File: config.mk
export PLATFORM = sky130hd
export DESIGN_NAME = mem_port_arbiter
export DESIGN_NICKNAME = d
export VERILOG_FILES = /design/src/rtl/mem_arb_pkg.sv /design/src/rtl/mem_port_arbiter.sv
export SDC_FILE = /design/constraint.sdc
export NUM_CORES = 1
export LEC_CHECK = 0
export CAP_MARGIN = 20
export CORE_MARGIN = 2
export CORE_UTILIZATION = 42
export DETAILED_ROUTE_END_ITERATION = 7
export PLACE_DENSITY = 0.91
export SLEW_MARGIN = 15
export SYNTH_ARGS = -nofsm -noshare
export SYNTH_HDL_FRONTEND = slang
export SYNTH_SLANG_ARGS = --single-unit
File: constraint.sdc
create_clock -name clk -period 2.65 [get_ports clk]
set_clock_uncertainty 0.2 [all_clocks]
set_input_delay 0.6625 -clock clk [delete_from_list [all_inputs] [get_ports clk]]
set_output_delay 0.6625 -clock clk [all_outputs]
set_load 0.01 [all_outputs]
File: src/rtl/mem_arb_pkg.sv
// Shared types and constants for the unified memory port arbiter.
// Imported by the arbiter and anything that inspects its state.
package mem_arb_pkg;

   typedef enum logic [1:0] {
      IDLE   = 2'd0,
      BUSY_D = 2'd1,
      BUSY_I = 2'd2
   } arb_state_t;

   localparam logic [31:0] NOP_INSTR   = 32'h0000_0033;
   localparam logic [3:0]  MEM_BE_FULL = 4'hF;

endpackage

File: src/rtl/mem_port_arbiter.sv
// Shares one single-ported I/D memory between fetch and the memory stage.
// Data side has priority; a starvation counter forces periodic fetch grants.
module mem_port_arbiter
   import mem_arb_pkg::*;
#(
   parameter int STARVE_LIMIT = 4,
   parameter int TIMEOUT_CYC  = 255,
   parameter int CNT_W        = 8
) (
   input  logic        clk,
   input  logic        rst,
   input  logic        if_req,
   input  logic [31:0] if_addr,
   output logic [31:0] if_rdata,
   output logic        if_ready,
   output logic        if_err,
   input  logic        dm_req,
   input  logic        dm_we,
   input  logic [31:0] dm_addr,
   input  logic [31:0] dm_wdata,
   input  logic [3:0]  dm_be,
   output logic [31:0] dm_rdata,
   output logic        dm_ready,
   output logic        dm_err,
   output logic        mem_req,
   output logic        mem_we,
   output logic [31:0] mem_addr,
   output logic [31:0] mem_wdata,
   output logic [3:0]  mem_be,
   input  logic [31:0] mem_rdata,
   input  logic        mem_ack,
   output logic        stall_if,
   output logic        stall_mem
);

   localparam logic [CNT_W-1:0] STARVE_MAX = CNT_W'(STARVE_LIMIT);
   localparam logic [CNT_W-1:0] WAIT_LAST  = CNT_W'(TIMEOUT_CYC - 1);

   arb_state_t       state_q;
   arb_state_t       state_d;
   logic [CNT_W-1:0] starve_cnt;
   logic [CNT_W-1:0] wait_cnt;
   logic             fetch_turn;
   logic             grant_d;
   logic             grant_i;
   logic             finish;
   logic             tmo;
   logic             busy;
   logic             is_d;
   logic             is_i;

   assign fetch_turn = if_req && (starve_cnt == STARVE_MAX);
   assign busy       = (state_q == BUSY_D) || (state_q == BUSY_I);
   assign is_d       = (state_q == BUSY_D);
   assign is_i       = (state_q == BUSY_I);

   // Next-state: arbitrate in IDLE, wait for ack or timeout when busy.
   always_comb begin
      state_d = state_q;
      grant_d = 1'b0;
      grant_i = 1'b0;
      finish  = 1'b0;
      tmo     = 1'b0;
      unique case (state_q)
         IDLE: begin
            if (dm_req && !fetch_turn) begin
               grant_d = 1'b1;
               state_d = BUSY_D;
            end else if (if_req) begin
               grant_i = 1'b1;
               state_d = BUSY_I;
            end
         end
         BUSY_D, BUSY_I: begin
            if (mem_ack) begin
               finish  = 1'b1;
               state_d = IDLE;
            end else if (wait_cnt == WAIT_LAST) begin
               tmo     = 1'b1;
               state_d = IDLE;
            end
         end
         default: state_d = IDLE;
      endcase
   end

   // State register.
   always_ff @(posedge clk) begin
      if (rst) begin
         state_q <= IDLE;
      end else begin
         state_q <= state_d;
      end
   end

   // Memory-side request: latch the winner, hold until ack or abort.
   always_ff @(posedge clk) begin
      if (rst) begin
         mem_req   <= 1'b0;
         mem_we    <= 1'b0;
         mem_addr  <= '0;
         mem_wdata <= '0;
         mem_be    <= '0;
      end else if (grant_d) begin
         mem_req   <= 1'b1;
         mem_we    <= dm_we;
         mem_addr  <= dm_addr;
         mem_wdata <= dm_wdata;
         mem_be    <= dm_be;
      end else if (grant_i) begin
         mem_req   <= 1'b1;
         mem_we    <= 1'b0;
         mem_addr  <= if_addr;
         mem_wdata <= '0;
         mem_be    <= MEM_BE_FULL;
      end else if (finish || tmo) begin
         mem_req   <= 1'b0;
      end
   end

   // Fetch-side response: one-cycle ready, NOP on abort.
   always_ff @(posedge clk) begin
      if (rst) begin
         if_rdata <= NOP_INSTR;
         if_ready <= 1'b0;
         if_err   <= 1'b0;
      end else begin
         if_ready <= is_i && (finish || tmo);
         if_err   <= is_i && tmo;
         if (is_i && finish) begin
            if_rdata <= mem_rdata;
         end else if (is_i && tmo) begin
            if_rdata <= NOP_INSTR;
         end
      end
   end

   // Data-side response: loads capture data, stores keep old value.
   always_ff @(posedge clk) begin
      if (rst) begin
         dm_rdata <= '0;
         dm_ready <= 1'b0;
         dm_err   <= 1'b0;
      end else begin
         dm_ready <= is_d && (finish || tmo);
         dm_err   <= is_d && tmo;
         if (is_d && finish && !mem_we) begin
            dm_rdata <= mem_rdata;
         end else if (is_d && tmo) begin
            dm_rdata <= '0;
         end
      end
   end

   // Starvation count of data grants taken while fetch was waiting.
   always_ff @(posedge clk) begin
      if (rst) begin
         starve_cnt <= '0;
      end else if (grant_i) begin
         starve_cnt <= '0;
      end else if (grant_d && if_req) begin
         if (starve_cnt != STARVE_MAX) begin
            starve_cnt <= starve_cnt + 1'b1;
         end
      end else if ((state_q == IDLE) && !if_req) begin
         starve_cnt <= '0;
      end
   end

   // Busy-cycle counter feeding the timeout.
   always_ff @(posedge clk) begin
      if (rst) begin
         wait_cnt <= '0;
      end else if (grant_d || grant_i) begin
         wait_cnt <= '0;
      end else if (busy && !finish && !tmo) begin
         wait_cnt <= wait_cnt + 1'b1;
      end
   end

   assign stall_if  = if_req && !if_ready;
   assign stall_mem = dm_req && !dm_ready;

endmodule

==> out/summary.md <==
### Route
* **Vias** 6160
* **Routed WL per cell** 17.3 µm
* **highest metal used** met4
* **total iterations of the first detailed-routing run** 5
* **First DRT Iteration DRCs** 393
* **post-detailed-routing wire length** 20100 µm
* **wire length the detailed router placed on met1** 7720 µm
* **post-route ant nets** 0
* **WL met2** 9870 µm
* **# DRC** 0
* **vias per cell** 5.31
* **metal3 WL** 1890 µm

### Power
* **leakage component of the power** 3.66 nW
* **power per unit of standard cell area** 665 nW/µm²
* **part of the total power dissipated in combinational logic** 0.191
* **Seq pwr share** 0.392
* **worst vdd ir** 0.380 mV
* **Net Sw Frac** 0.252
* **switching component of the power** 1.66 mW
* **share of total power in the clock network** 0.417
* **internal power component** 4.93 mW

### Global routing
* **global-route wire length before repair** 31900 µm
* **global route overflow** 0
* **maximum number of pins on one net before global-route repair** 41
* **number of antenna violations at the first check in global routing** 1
* **via count of the first global-routing pass** 6261
* **GRT Overall Usage** 0.251

### Synth
* **post-synthesis xor/xnor area fraction** 0.0113
* **Compound-Gate Fraction of Synth Area** 0.248
* **mean instance size in the synthesized netlist** 8.94 µm²
* **synthesized area** 6220 µm²
* **post-synthesis share of cell area spent on full adders, half adders and majority gates** 0.0141
* **Post-synth EDFFs** 0
* **post-synthesis async set-or-reset flop share** 0
* **post-synthesis mux area share** 0.00322
* **synthesized netlist net count** 840
* **simple logic cell fraction of the synthesized area** 0.172
* **Yosys cell types** 56
* **most common flop cell mapped by yosys** sky130_fd_sc_hd__dfxtp_1
* **Gate Count Post-Synth** 695
* **Synth warnings** 0
* **dominant combinational cell family by area after synthesis** compound AO/OA/AOI/OAI gates
* **Yosys reg bits** 156
* **part of the Yosys area used for sequential elements** 0.502

### Setup path
* **data arrival time at the worst-slack endpoint** 1520 ps
* **launching point of the worst reg2reg path** state_q[1]
* **required arrival time at the worst endpoint** 1790 ps
* **CP Class** in -> out
* **kind of launch point of the worst setup path** input port
* **CP Capture Type** primary output
* **crit path max fanout** 2
* **crit path launch** dm_req

### Placed design
* **Final GP Congestion** 0.846
* **DPL Wire Length** 14100 µm
* **# port buffers** 277
* **worst slack after detailed placement** -67.4 ps

### Clock network
* **worst-skew pair later-pin latency** 420 ps
* **TritonCTS sink count** 156
* **register clock-pin slew on the reported worst setup and hold paths** 60 ps
* **CTS tree** yes
* **CTS Buf Count** 17
* **CTS Root Cell** sky130_fd_sc_hd__clkbuf_16
* **maximum number of buffers from clock root to sink** 2
* **hold_buf cts** 0
* **H-tree depth** 4

### Floorplan
* **Die ar.** 15800 µm²
* **die span in y** 126 µm
* **die width** 126 µm
* **core region area** 14500 µm²
* **Std-Cell Rows** 44
* **Starting Density** 0.429
* **top-level port count** 278

### Run
* **max cap viols** 0

### Timing
* **Max-Slew Margin vs Limit** 0.628
* **top achievable clock speed** 0.420 GHz
* **fraction of the cycle the final worst path needs** 0.899
* **Slew @ Worst Pin** 550 ps
* **final sum of negative setup slack** 0 ps
* **setup repair after global routing missed its margin** false
* **number of hold-slack violations in the final timing report** 0
* **Finish-stage setup viols** 0
* **time the worst path needs with I/O delays and setup** 2380 ps
* **Max Slew Vio Count** 0
* **worst setup margin** 269 ps

### Run status
* **result of the run** finished clean

### Layout
* **synth-to-layout area growth** 59.5%
* **ratio of cells with drive above 1 in the final layout** 0.101
* **number of antenna repair diodes** 0
* **final net count** 1108

### Worst hold path
* **hold path startpoint** dm_rdata[10]
* **worst min-delay path category** reg -> reg

[critical path, stage by stage]
cell and delay [ps]:
sky130_fd_sc_hd__clkdlybuf4s50_1 470, sky130_fd_sc_hd__nor2b_1 120, sky130_fd_sc_hd__dlygate4sd2_1 270
[power groups by stage]
stage | Clock (mW) | Sequential (mW) | Combinational [mW]
4_1_cts | 2.79 | 2.58 | 1.26
3_3_place_gp | 0 | 2.62 | 1.23
2_1_floorplan | 0 | 2.69 | 0.509
5_1_grt | 2.92 | 2.60 | 1.35
3_5_place_dp | 0 | 2.63 | 1.26
6_report | 2.75 | 2.58 | 1.26
[repair_timing]
item                       in CTS  in global routing
resized for setup               2                  0
setup endpoints to repair       2                  0
setup buffers                   0                  0
[area by class of cell]
cell class / count / area (µm²)
fillers: 1077 / 4570
flip-flops and latches: 156 / 3120
repair buffers: 301 / 3070
multi-input cells: 480 / 2790
clock buffers: 18 / 429
clock inverters: 13 / 238
well taps: 184 / 230
inverters: 7 / 26.3
[placed cells by master, fill, tap and decap left out, types with 3 or more instances in the layout]
cell / instances
sky130_fd_sc_hd__inv_1: 7
sky130_fd_sc_hd__a211oi_2: 26
sky130_fd_sc_hd__o211ai_1: 3
sky130_fd_sc_hd__nor2_1: 59
sky130_fd_sc_hd__dfxtp_1: 156
sky130_fd_sc_hd__and3_1: 3
sky130_fd_sc_hd__clkinvlp_4: 3
sky130_fd_sc_hd__nand3_1: 4
sky130_fd_sc_hd__o21bai_1: 4
sky130_fd_sc_hd__nand4_1: 6
sky130_fd_sc_hd__o21ai_0: 32
sky130_fd_sc_hd__and4b_1: 3
sky130_fd_sc_hd__a31oi_1: 5
sky130_fd_sc_hd__a22o_1: 33
sky130_fd_sc_hd__bufinv_16: 6
sky130_fd_sc_hd__xor2_1: 7
sky130_fd_sc_hd__buf_12: 10
sky130_fd_sc_hd__nor2b_1: 3
sky130_fd_sc_hd__a211oi_1: 6
sky130_fd_sc_hd__nor3_1: 6
sky130_fd_sc_hd__ha_1: 7
sky130_fd_sc_hd__nand2b_1: 4
sky130_fd_sc_hd__a21oi_1: 99
sky130_fd_sc_hd__clkdlybuf4s50_1: 274
sky130_fd_sc_hd__clkbuf_16: 17
sky130_fd_sc_hd__nand2_1: 129
sky130_fd_sc_hd__inv_6: 3
sky130_fd_sc_hd__buf_4: 15
[routing by layer]
layer | vias up | GRT usage
met3 | 42 | 0.0867
met2 | 294 | 0.430
met4 | 0 | 0.107
li1 | 2953 | -
met1 | 2871 | 0.283
met5 | - | 0
[final timing paths]
path,to,slack (ps),cells after the start
min reg2reg,dm_rdata[10],250,2
max,stall_mem,270,3
max reg2reg,wait_cnt[4],480,6
min,dm_rdata[10],250,2
[Yosys cell counts (4+ instances only)]
cell,count,area (µm²)
sky130_fd_sc_hd__a211oi_1,6,45.0
sky130_fd_sc_hd__a211oi_2,26,325
sky130_fd_sc_hd__a21oi_1,99,495
sky130_fd_sc_hd__a22o_1,33,289
sky130_fd_sc_hd__a31oi_1,5,31.3
sky130_fd_sc_hd__buf_2,11,55.1
sky130_fd_sc_hd__buf_6,4,45.0
sky130_fd_sc_hd__clkbuf_1,32,120
sky130_fd_sc_hd__clkbuf_8,4,55.1
sky130_fd_sc_hd__dfxtp_1,156,3120
sky130_fd_sc_hd__ha_1,7,87.6
sky130_fd_sc_hd__inv_1,7,26.3
sky130_fd_sc_hd__nand2_1,129,484
sky130_fd_sc_hd__nand2b_1,4,25.0
sky130_fd_sc_hd__nand3_1,4,20.0
sky130_fd_sc_hd__nand4_1,6,37.5
sky130_fd_sc_hd__nor2_1,60,225
sky130_fd_sc_hd__nor3_1,6,30.0
sky130_fd_sc_hd__o21ai_0,32,160
sky130_fd_sc_hd__o21bai_1,4,30.0
sky130_fd_sc_hd__xor2_1,7,61.3
[kinds of logic (layout without fill, tap and decap cells)]
logic type,after synthesis,count (layout)
fa+ha+maj,7,7
simple gates,239,239
xor+xnor,8,8
buf+inv,59,339
mux,2,2
flops,156,156
compound gates,224,224
[flip-flops by register name (all words and copies together), names as in the netlist]
signal / cells
wait_cnt: 8
state_q: 2
mem_addr: 32
mem_be: 4
dm_ready: 1
mem_wdata: 32
if_ready: 1
dm_rdata: 32
if_rdata: 32
dm_err: 1
mem_req: 1
mem_we: 1
if_err: 1
starve_cnt: 8
[stage by stage]
step / utilization / hold WS [ps] / power (mW) / area, µm² / cells
finish: 0.685 / 250 / 6.59 / 9910 / 1159
detailed placement: 0.639 / 247 / 3.89 / 9250 / 1128
global route: 0.685 / 277 / 6.86 / 9910 / 1159
global placement: 0.639 / 241 / 3.85 / 9250 / 1128
floorplan: - / 252 / 3.19 / 6220 / 695
CTS: 0.685 / 255 / 6.64 / 9910 / 1159
Power figures use the tool's default switching activity.
